**src/rtl/decode_issue_scoreboard_pkg.sv**
```systemverilog
// Shared types for the decode/issue scoreboard: the per-stage entry record and
// the forward-select encoding shared by the top and the operand checkers.
package decode_issue_scoreboard_pkg;

   localparam int DEF_NUM_REGS   = 32;
   localparam int DEF_DEPTH      = 3;
   localparam int DEF_ALU_AVAIL  = 2;
   localparam int DEF_LOAD_AVAIL = 3;

   // Storage widths are fixed at the upper bound so the entry struct can live
   // here; narrower register indices and selects are zero-extended into them.
   localparam int MAX_IDX_W = 8;
   localparam int MAX_SEL_W = 4;

   typedef logic [MAX_SEL_W-1:0] fwd_sel_t;

   localparam fwd_sel_t FWD_REGFILE = '0;

   typedef struct packed {
      logic                 valid;
      logic [MAX_IDX_W-1:0] rd;
      logic                 is_load;
   } sb_entry_t;

   localparam sb_entry_t SB_EMPTY = '0;

   // Writers that never produce a visible result are stored invalid so that
   // they can never match a consumer.
   function automatic sb_entry_t make_entry(input logic                 reg_write,
                                            input logic [MAX_IDX_W-1:0] rd,
                                            input logic                 is_load);
      sb_entry_t e;
      e.valid   = reg_write && (rd != '0);
      e.rd      = rd;
      e.is_load = is_load;
      return e;
   endfunction

endpackage

```
**src/rtl/decode_issue_scoreboard_operand_check.sv**
```systemverilog
// One source operand checked against the in-flight writers: reports a hazard
// or names the stage the consumer must forward from once it reaches execute.
module sb_operand_check
   import decode_issue_scoreboard_pkg::*;
#(
   parameter int IDX_W      = 5,
   parameter int DEPTH      = DEF_DEPTH,
   parameter int ALU_AVAIL  = DEF_ALU_AVAIL,
   parameter int LOAD_AVAIL = DEF_LOAD_AVAIL
) (
   input  logic                    [IDX_W-1:0] src,
   input  logic                                src_used,
   input  sb_entry_t [DEPTH:1]                 sb,
   output logic                                hazard,
   output fwd_sel_t                            fwd_sel
);

   logic [MAX_IDX_W-1:0] src_ext;
   assign src_ext = MAX_IDX_W'(src);

   // Walk oldest to youngest so the youngest matching writer overwrites the
   // result. Entry DEPTH is excluded: it writes the register file this cycle.
   always_comb begin
      // NOTE: every output gets a default before the loop; an output left
      // unassigned on some path would infer a latch.
      hazard  = 1'b0;
      fwd_sel = FWD_REGFILE;
      for (int k = DEPTH - 1; k >= 1; k--) begin
         if (src_used && (src_ext != '0) && sb[k].valid && (sb[k].rd == src_ext)) begin
            if ((k + 1) < (sb[k].is_load ? LOAD_AVAIL : ALU_AVAIL)) begin
               hazard  = 1'b1;
               fwd_sel = FWD_REGFILE;
            end else begin
               hazard  = 1'b0;
               fwd_sel = fwd_sel_t'(k + 1);
            end
         end
      end
   end

endmodule

```
**src/rtl/decode_issue_scoreboard.sv**
```systemverilog
// Issue gate between decode and execute: tracks in-flight writers, stalls on
// operand hazards, and issues forwarding selects with a ready/valid handshake.
module decode_issue_scoreboard
   import decode_issue_scoreboard_pkg::*;
#(
   parameter int NUM_REGS     = DEF_NUM_REGS,
   parameter int IDX_W        = $clog2(NUM_REGS),
   parameter int DEPTH        = DEF_DEPTH,
   parameter int ALU_AVAIL    = DEF_ALU_AVAIL,
   parameter int LOAD_AVAIL   = DEF_LOAD_AVAIL,
   parameter int FLUSH_STAGES = 1,
   parameter int SEL_W        = $clog2(DEPTH + 1),
   parameter int CNT_W        = 32
) (
   input  logic             clk,
   input  logic             rst_n,
   input  logic             in_valid,
   output logic             in_ready,
   input  logic [IDX_W-1:0] in_rs1,
   input  logic [IDX_W-1:0] in_rs2,
   input  logic             in_rs1_used,
   input  logic             in_rs2_used,
   input  logic [IDX_W-1:0] in_rd,
   input  logic             in_reg_write,
   input  logic             in_is_load,
   input  logic             flush,
   output logic             out_valid,
   input  logic             out_ready,
   output logic [IDX_W-1:0] out_rd,
   output logic             out_reg_write,
   output logic [SEL_W-1:0] out_fwd1_sel,
   output logic [SEL_W-1:0] out_fwd2_sel,
   output logic [CNT_W-1:0] stall_count_out
);

   sb_entry_t [DEPTH:1] sb_q;
   sb_entry_t [DEPTH:1] sb_live;
   sb_entry_t [DEPTH:1] sb_d;

   logic     hazard1;
   logic     hazard2;
   logic     hazard;
   logic     issue;
   logic     stall_inc;
   fwd_sel_t sel1;
   fwd_sel_t sel2;

   sb_operand_check #(
      .IDX_W      (IDX_W),
      .DEPTH      (DEPTH),
      .ALU_AVAIL  (ALU_AVAIL),
      .LOAD_AVAIL (LOAD_AVAIL)
   ) u_check_rs1 (
      .src      (in_rs1),
      .src_used (in_rs1_used),
      .sb       (sb_q),
      .hazard   (hazard1),
      .fwd_sel  (sel1)
   );

   sb_operand_check #(
      .IDX_W      (IDX_W),
      .DEPTH      (DEPTH),
      .ALU_AVAIL  (ALU_AVAIL),
      .LOAD_AVAIL (LOAD_AVAIL)
   ) u_check_rs2 (
      .src      (in_rs2),
      .src_used (in_rs2_used),
      .sb       (sb_q),
      .hazard   (hazard2),
      .fwd_sel  (sel2)
   );

   assign hazard    = hazard1 | hazard2;
   assign in_ready  = out_ready & ~hazard & ~flush;
   assign issue     = in_valid & in_ready;
   assign stall_inc = in_valid & out_ready & hazard & ~flush;

   // Flushed instructions are killed before the shift, so they never advance
   // into an older stage and cannot be matched again on the next cycle.
   always_comb begin
      sb_live = sb_q;
      if (flush) begin
         for (int k = 1; k <= DEPTH; k++) begin
            if (k <= FLUSH_STAGES) sb_live[k].valid = 1'b0;
         end
      end

      sb_d = sb_live;
      if (out_ready) begin
         for (int k = DEPTH; k >= 2; k--) sb_d[k] = sb_live[k-1];
         sb_d[1] = issue ? make_entry(in_reg_write, MAX_IDX_W'(in_rd), in_is_load) : SB_EMPTY;
      end
   end

   // NOTE: the scoreboard is a handful of flops, not a RAM, so it is reset
   // along with everything else; stale valid bits would cause false stalls.
   always_ff @(posedge clk or negedge rst_n) begin
      if (!rst_n) begin
         sb_q <= '0;
      end else begin
         // NOTE: sequential state is updated only with non-blocking assignments
         // so every flop samples pre-edge values regardless of statement order.
         sb_q <= sb_d;
      end
   end

   // Output register: loads on advance, and also on flush so the killed
   // stage-1 instruction is replaced by a bubble even under back-pressure.
   always_ff @(posedge clk or negedge rst_n) begin
      if (!rst_n) begin
         out_valid     <= 1'b0;
         out_rd        <= '0;
         out_reg_write <= 1'b0;
         out_fwd1_sel  <= '0;
         out_fwd2_sel  <= '0;
      end else if (out_ready || flush) begin
         if (issue) begin
            out_valid     <= 1'b1;
            out_rd        <= in_rd;
            out_reg_write <= in_reg_write;
            out_fwd1_sel  <= SEL_W'(sel1);
            out_fwd2_sel  <= SEL_W'(sel2);
         end else begin
            out_valid     <= 1'b0;
            out_rd        <= '0;
            out_reg_write <= 1'b0;
            out_fwd1_sel  <= '0;
            out_fwd2_sel  <= '0;
         end
      end
   end

   always_ff @(posedge clk or negedge rst_n) begin
      if (!rst_n) begin
         stall_count_out <= '0;
      end else if (stall_inc && (stall_count_out != '1)) begin
         stall_count_out <= stall_count_out + 1'b1;
      end
   end

endmodule

```
**config.mk**
```make
export PLATFORM = sky130hd
export DESIGN_NAME = decode_issue_scoreboard
export DESIGN_NICKNAME = d
export VERILOG_FILES = /design/src/rtl/decode_issue_scoreboard_pkg.sv /design/src/rtl/decode_issue_scoreboard_operand_check.sv /design/src/rtl/decode_issue_scoreboard.sv
export SDC_FILE = /design/constraint.sdc
export NUM_CORES = 1
export LEC_CHECK = 0
export ABC_AREA = 1
export CAP_MARGIN = 10
export CORE_MARGIN = 3
export CORE_UTILIZATION = 50
export DETAILED_ROUTE_END_ITERATION = 10
export MAX_ROUTING_LAYER = met4
export PLACE_DENSITY = 0.83
export SLEW_MARGIN = 20
export SYNTH_ARGS = -nofsm -noshare
export SYNTH_HDL_FRONTEND = slang
export SYNTH_HIERARCHICAL = 1
export SYNTH_SLANG_ARGS = --single-unit
```
**constraint.sdc**
```tcl
create_clock -name clk -period 2.6 [get_ports clk]
set_input_delay 0.26 -clock clk [delete_from_list [all_inputs] [get_ports clk]]
set_output_delay 0.26 -clock clk [all_outputs]
set_load 0.01 [all_outputs]
```
* After elaboration in Yosys (flattened, before gate mapping)
Cells that the tools add are included.
** Operators by class
- Add/sub/neg operators :: 1
- Multipliers :: 0
- Divide/modulo/power cells :: 0
- $lt $le $gt $ge :: 2
- Equality and inequality tests :: 5
- Shifts and indexed selects :: 0
- Multiplexer cells :: 22
- Bitwise logic cells :: 9
- Reduce and logical (&&, ||, !) cells :: 16
** Operator list (count)
- < comparator 3 x 32 -> 1 bit (first input constant) :: 2
- adder 32 x 1 -> 32 bit (second input constant) :: 1
- == test 8 x 5 -> 1 bit :: 4
- inequality test 32 bit (second input constant) :: 1
- two-way mux 10 bit :: 2
- two-way mux 2 bit :: 8
- nonzero test 8 bit :: 2
- logical AND 1 bit :: 12
- two-way mux 1 bit :: 11
- AND 1 bit :: 6
- two-way mux 5 bit :: 1
- nonzero test 5 bit :: 1
- inverter 1 bit :: 2
- logical OR 1 bit :: 1
- bitwise OR 1 bit :: 1
** Word-level totals
- Register bits :: 63
- Bits in latches :: 0
- Bits in writable memories :: 0
- Bits in read-only memories :: 0
- Input bits :: 24
- Output and inout bits :: 44
- Logic and storage cells :: 67
- Memories kept :: 0

* Logic depth before layout (Yosys ltp)
Gate-level depths: netlist of the first run.
- Word-level depth :: 13
- Gate-level depth with buffers :: 15
- Gate-level depth less buffers :: 15

* Hierarchy
The synthesis of the first run kept the hierarchy.
** Modules (own cells, without submodules)
- decode_issue_scoreboard :: instances 1, cells an instance 452, area each 3379.5 µm², seq. area each 1601.5 µm²
- sb_operand_check :: instances 2, cells an instance 80, area each 352.8 µm², seq. area each 0.0 µm²

* Worst setup path after synthesis of the first run
Ideal clock, no wire load.
- Path kind :: register to register
- From :: reg sb_q (netlist bit sb_live[2])
- To :: reg stall_count_out[21]
- Setup time :: 0.117 ns
- Data arrival time :: 1.710 ns
- Required time :: 2.483 ns
- Slack :: 0.773 ns
- Cell stages (with the launch flop) :: 16
- Buffers on the path :: 0
- Period minus slack after synthesis :: 1.827 ns
- Cells stage by stage :: dfrtp_1 inv_1 nand2_1 nand2_2 nor2_1 nand3_2 nor3_2 inv_1 nand2_1 inv_1 nor2_4 nand2_1 nor2_2 nand3_1 nand2_1 nand2_1
** On the way
- Longest elaborated chain between the ends :: 7
- Elaborated cells on any way between the ends :: 10
- Classes of those cells :: eq/ne (2); mux (2); bitwise (3); reduce/logical (3)
** RTL lines
- from (decl) :: line decode_issue_scoreboard.sv:36 : sb_entry_t [DEPTH:1] sb_q;
- from (signal assigned) :: line decode_issue_scoreboard.sv:100 : sb_q <= '0;
- from (signal assigned) :: line decode_issue_scoreboard.sv:104 : sb_q <= sb_d;
- == test 8 x 5 -> 1 bit :: line decode_issue_scoreboard_operand_check.sv:29 : if (src_used && (src_ext != '0) && sb[k].valid && (sb[k].rd == src_ext)) begin
- logical AND 1 bit :: line decode_issue_scoreboard_operand_check.sv:29
- two-way mux 1 bit :: line decode_issue_scoreboard_operand_check.sv:29
- via hazard1 :: line decode_issue_scoreboard.sv:40 : logic hazard1;
- bitwise OR 1 bit :: line decode_issue_scoreboard.sv:74 : assign hazard = hazard1 | hazard2;
- AND 1 bit (2 in a row) :: line decode_issue_scoreboard.sv:77 : assign stall_inc = in_valid & out_ready & hazard & ~flush;
- logical AND 1 bit :: line decode_issue_scoreboard.sv:137 : end else if (stall_inc && (stall_count_out != '1)) begin
- to (signal assigned) :: line decode_issue_scoreboard.sv:138 : stall_count_out <= stall_count_out + 1'b1;
- to (decl) :: line decode_issue_scoreboard.sv:33 : output logic [CNT_W-1:0] stall_count_out
The timed path passes the listed nets, and every way through them passes these cells.
A chain may end at the register's enable or synchronous reset.

* Final worst setup path of the first run
- From :: reg sb_q (netlist bit sb_live[4])
- To :: out in_ready
** On the way
- Longest elaborated chain between the ends :: 7
- Elaborated cells on any way between the ends :: 10
- Classes of those cells :: eq/ne (2); mux (2); bitwise (4); reduce/logical (2)
** RTL lines
- == test 8 x 5 -> 1 bit :: line decode_issue_scoreboard_operand_check.sv:29
- logical AND 1 bit :: line decode_issue_scoreboard_operand_check.sv:29
- two-way mux 1 bit :: line decode_issue_scoreboard_operand_check.sv:29
- via hazard2 :: line decode_issue_scoreboard.sv:41 : logic hazard2;
- bitwise OR 1 bit :: line decode_issue_scoreboard.sv:74
- inverter 1 bit :: line decode_issue_scoreboard.sv:75 : assign in_ready = out_ready & ~hazard & ~flush;
- AND 1 bit (2 in a row) :: line decode_issue_scoreboard.sv:75
- to (decl) :: line decode_issue_scoreboard.sv:18 : output logic in_ready,
The timed path passes the listed nets, and every way through them passes these cells.

==> metrics, run 1 <==
Slew Limit Fails=0; worst slew pin tran=814 ps; final WL=9.98 mm; Initial Util=roughly 53%; die area=around 8600 sq um; WP data arrival=about 2100 ps; TNS Setup=0 ps; Max-slew headroom=a little under half; TritonCTS Buffers=5; DRC violations left=0; Skew-Pair Late Insertion Delay=between 300 and 400 ps; worst-path cell chain=inv_1, nand2_1, nand2_1, nor2_1, nand3_2, nor3_2, inv_1, nand2_1, nor2_1, clkdlybuf4s50_1; DRT Pass-1 Iters=5; DRT iter0 DRCs=~200; outcome=completed; largest net degree at the start of global routing=between 40 and 50; CTS max path bufs=2; Port-buffer cells=67; Final Setup Violations=0; clk sinks=between 50 and 60; via count=3,743; clk_skew=between 7 and 8 ps; PwrDens=342 nW/um^2; path type of the worst min-delay path=primary input to async pin; Die X=a little over 90 um; Antenna Cells=0; wire per inst=13.3 um; Tmin final=around 2400 ps; slowest stage delay, CP=approximately 490 ps; Worst Path Buf+Inv=3; CTS tree=done; DP HPWL=slightly below 8 mm; slowest CP cell=dfrtp_1; critical path class=flop to primary output; unrepaired setup endpoints after global routing=false; fin crit share=between 90% and 100%; Post-CTS Repair Setup Buffers=0; cell row count=30; max cap viols=0; Root Buffer=clkbuf_8; initial antenna violation count=0; number of global-route vias before repair=~3,600; final hold violations=0; final core occ=between 60% and 70%; final RePlAce weighted congestion=about 0.92; Die Y=92.7 um; Max rail drop VDD=roughly 0.26 mV; Startpoint Class=flop; I/O pin count=between 60 and 70; Core Region=7060 sq um; most frequent CP cell=nand2_1; CTS H-Tree Depth=2; DP Worst Slack=roughly 140 ps; Leak=2.17 nW; WP data required=approximately 2300 ps; Cells after Synth=between 500 and 600; Mapped Avg Cell Area=around 6.5 sq um; top achievable clock speed=420 MHz; Antenna Nets Post-Route=0; Clk pin slew, worst setup/hold paths=~110 ps; Crit Path Max Fanout=6; first-pass GRT wire length=~17 mm; Worst Hold Slack=352 ps; fin nets=between 600 and 700; P&R area growth vs syn=24.7%; CP top delay family=simple AND/OR/NAND/NOR gates; total power=1.60 mW; synthesized area=3760 sq um; post-DR vias/cell=about 5.0; share of layout cells above drive strength 1=about 8.7%; GRT overflow=0; CP Capture Type=primary output; Total GRT Usage=between 20% and 30%; worst setup margin=about 220 ps; synth warn=6
## metal layers
metal	up-vias	global-route usage [%]	share of wire (%)	wire, um
li1	1910	-	-	-
met4	0	7.08	1.6	157
met5	-	-	0	0
met2	105	38.5	47	4670
met1	1712	35.6	47	4670
met3	16	2.92	4.9	491
## state kept, by name, summed over array words and instances, names as in the netlist
name	flops
stall_count_out	32
sb_live	12
out_rd	5
out_fwd1_sel	2
out_fwd2_sel	2
out_reg_write	1
out_valid	1
sb_q	1
## cells in the final DEF, fill, tap and decap left out, drive strengths merged, types with 4 or more instances in the layout
cell type,n
nand2,268
nor2,88
inv,70
clkdlybuf4s50,66
dfrtp,56
nand3,33
conb,12
nand3b,10
xnor2,10
nand4,8
buf,6
o21ai,5
a32o,5
clkbuf,5
xor2,4
nor3,4
## power breakdown
part           total [mW]  internal (mW)  switching (mW)
registers           0.908          0.886          0.0213
clock network       0.504          0.197           0.307
logic               0.193         0.0837           0.109
## path summary, 6_finish.rpt
check	to	depth (start not counted)	slack [ps]	start
worst max-delay path	in_ready	10	220	sb_live[4]
worst min-delay path	out_rd[1]	2	350	rst_n
worst max register to register	stall_count_out[21]	15	450	sb_live[4]
worst min register to register	out_rd[1]	2	530	out_rd[1]
max in group asynchronous	stall_count_out[29]	4	1600	rst_n
min in group clk	out_rd[1]	2	530	out_rd[1]
## per-stage QoR
| stage | cell area (sq um) | instances |
|---|---|---|
| final | 4690 | 753 |
| after global routing | 4690 | 753 |
| after CTS | 4660 | 751 |
| after detailed placement | 4560 | 743 |
| after global placement | 4560 | 743 |
| after floorplan | 3800 | 586 |
## final cells by class
cell class | count | area, sq um
multi-input cells | 452 | 2090
flip-flops and latches | 56 | 1400
repair buffers | 73 | 726
inverters | 68 | 258
clock inverters | 3 | 25.0
fillers | 672 | 2370
well taps | 96 | 120
clock buffers | 5 | 68.8
## timing repair
item	in CTS	in global routing
setup endpoints to repair	0	1
hold endpoints to repair	0	12
hold buffers	0	1
resized for setup	0	1
No activity file was read; power rests on OpenSTA's default activity.
==> run 2, diff against run 1 <==
--- a/config.mk
+++ b/config.mk
@@ -7,7 +7,7 @@
 export LEC_CHECK = 0
 export ABC_AREA = 1
 export CAP_MARGIN = 10
-export CORE_MARGIN = 3
+export CORE_MARGIN = 2
 export CORE_UTILIZATION = 50
 export DETAILED_ROUTE_END_ITERATION = 10
 export MAX_ROUTING_LAYER = met4
==> run 2 against run 1 <==
  * The run now ends with hold timing left
  * Die area is 4.3% lower
  * Count of clock-buffer cells in the layout stayed put
  * Final area is 0.48% lower
  * Sequential power hardly changed
  * Combinational power hardly changed
  * Register-to-register slack worse by 40 ps
  * Final cell count is 0.13% higher
  * Critical path type unchanged
==> metrics, run 2 (same netlist as run 1, synthesis figures left out) <==
outcome=finished with violations; failing checks=hold timing; max cap viols=0 (unchanged); Total GRT Usage=25.0% (-0.22 points); CP Capture Type=primary output; Startpoint Class=flop; Leak=2.16 nW (-0.35%); most frequent CP cell=nand2_1; DRC violations left=0 (unchanged); Die X=90.7 um (-2.2%); number of global-route vias before repair=3,617 (+1.5%); fillcell total=662 (-1.5%); path type of the worst min-delay path=primary input to async pin; Max-slew headroom=42.3% (-3.2 points); clk sinks=56 (unchanged); max reg flops=32 (unchanged); reg2reg end=stall_count_out[29]; post-DR vias/cell=5.16 (+3.8%); Final Setup Violations=0 (unchanged); Worst R2R Setup Slack=410 ps (-40 ps); Crit Path Max Fanout=6 (unchanged); worst slew pin tran=862 ps (+47.9 ps); cell row count=31 (+3.3%); multi-input logic area=2090 sq um (unchanged); DP Cell Count=746 (+0.40%); first-pass GRT wire length=16.4 mm (-4.0%); final WL=9.86 mm (-1.3%); slowest stage delay, CP=500 ps (about the same); WP data required=2340 ps (about the same); Post-CTS Repair Setup Buffers=0 (unchanged); share of layout cells above drive strength 1=8.55% (-0.13 points); placed inst area=4570 sq um (about the same); FF-to-FF Start=sb_live[4]; via count=3,890 (+3.9%); unrepaired setup endpoints after global routing=false; fin crit share=92.7% (+1.0 points); wire per inst=13.1 um (-1.4%); P&R area growth vs syn=24.1%; Port-buffer cells=67 (unchanged); Core Region=7250 sq um (+2.8%); Clk pin slew, worst setup/hold paths=110 ps (about the same); largest net degree at the start of global routing=33 (-28%); Antenna Nets Post-Route=0 (unchanged); Layout Cells excl Fill=754 (+0.13%); Slew Limit Fails=0 (unchanged); worst-path cell chain=inv_1, nand2_1, nand2_1, nor2_1, nand3_2, nor3_2, inv_1, nand2_1, nor2_1, clkdlybuf4s50_1; Die Y=90.7 um (-2.2%); Hold Buf Count CTS=0 (unchanged); DRT Pass-1 Iters=5 (unchanged); DP Worst Slack=129 ps (-8.97 ps); final RePlAce weighted congestion=0.920 (+0.14%); PwrDens=349 nW/um^2 (+1.9%); Worst R2R Path Depth=15 (unchanged); initial antenna violation count=0 (unchanged); Worst Hold Slack=-6.56 ps (-358 ps); DP HPWL=7.68 mm (-1.7%); cts repair resizes=0 (unchanged); slowest CP cell=dfrtp_1; final hold violations=14 (+14); Skew-Pair Late Insertion Delay=330 ps (about the same); WP data arrival=2150 ps (+30 ps); die area=8230 sq um (-4.3%); GRT overflow=0 (unchanged); Root Buffer=clkbuf_8; commonest non-fill, non-tap cell in the layout=nand2_1; I/O pin count=68 (unchanged); Tmin final=2410 ps (+26.9 ps); Reg area=1400 sq um (unchanged); clk_skew=14.8 ps (+7.18 ps); CTS H-Tree Depth=2 (unchanged); Initial Util=51.8% (-1.4 points); worst setup margin=190 ps (-26.9 ps); top achievable clock speed=415 MHz (-1.1%); TNS Setup=0 ps (unchanged); post-route cell area=4660 sq um (-0.48%); Antenna Cells=0 (unchanged); TritonCTS Buffers=5 (unchanged); most frequent cells in the layout=257 x nand2_1, 75 x nor2_1, 66 x clkdlybuf4s50_1; CTS max path bufs=2 (unchanged); Worst Path Buf+Inv=3 (unchanged); critical path class=flop to primary output; CTS tree=done; Most flops, register=stall_count_out; fin nets=679 (-0.29%); DRT iter0 DRCs=251 (+29%); CP top delay family=simple AND/OR/NAND/NOR gates; Max rail drop VDD=0.230 mV (-12%); total power=1.63 mW (+1.4%)
run 2: stage by stage:
stage	hold WS [ps]	utilization, %
5_1_grt	36.0	64.3
6_report	-6.56	64.3
2_1_floorplan	-35.6	-
3_5_place_dp	375	62.9
4_1_cts	21.2	64.3
3_3_place_gp	367	62.9
run 2: worst reg2reg max path, delay by kind of cell (launching register included):
family | cells | cell delay [ps]
buffers and inverters | 3 | 220
AND/OR/NAND/NOR | 12 | 1380
flip-flops | 1 | 500
run 2: report_power, final:
part | total, mW | switching (mW) | internal, mW
clock | 0.530 | 0.325 | 0.204
sequential | 0.908 | 0.0216 | 0.886
combinational | 0.190 | 0.110 | 0.0797
run 2: routing by layer:
layer	share of wire, %	up-vias	global-route usage (%)
li1	-	1906	-
met1	44	1829	32.7
met2	49	137	41.3
met3	5.6	18	3.01
met4	1.8	0	6.54
met5	0	-	-
run 2: worst max path at each step:
stage | startpoint | endpoint | cells after the start
2_1_floorplan | sb_live[2] | stall_count_out[21] | 15
3_3_place_gp | in_rs1[4] | stall_count_out[30] | 16
3_5_place_dp | in_rs2[1] | stall_count_out[29] | 16
4_1_cts | sb_live[2] | in_ready | 10
5_1_grt | sb_live[4] | in_ready | 10
6_report | sb_live[4] | in_ready | 10
run 2: layout make-up:
type                       count  share of cell area, %
sequential                    56                   30.1
clock inverter                 3                  0.617
tap                           99                   2.66
timing repair buffer          71                   14.9
clock buffer                   5                   1.48
inverter                      68                   5.53
multi-input combinational    452                   44.7
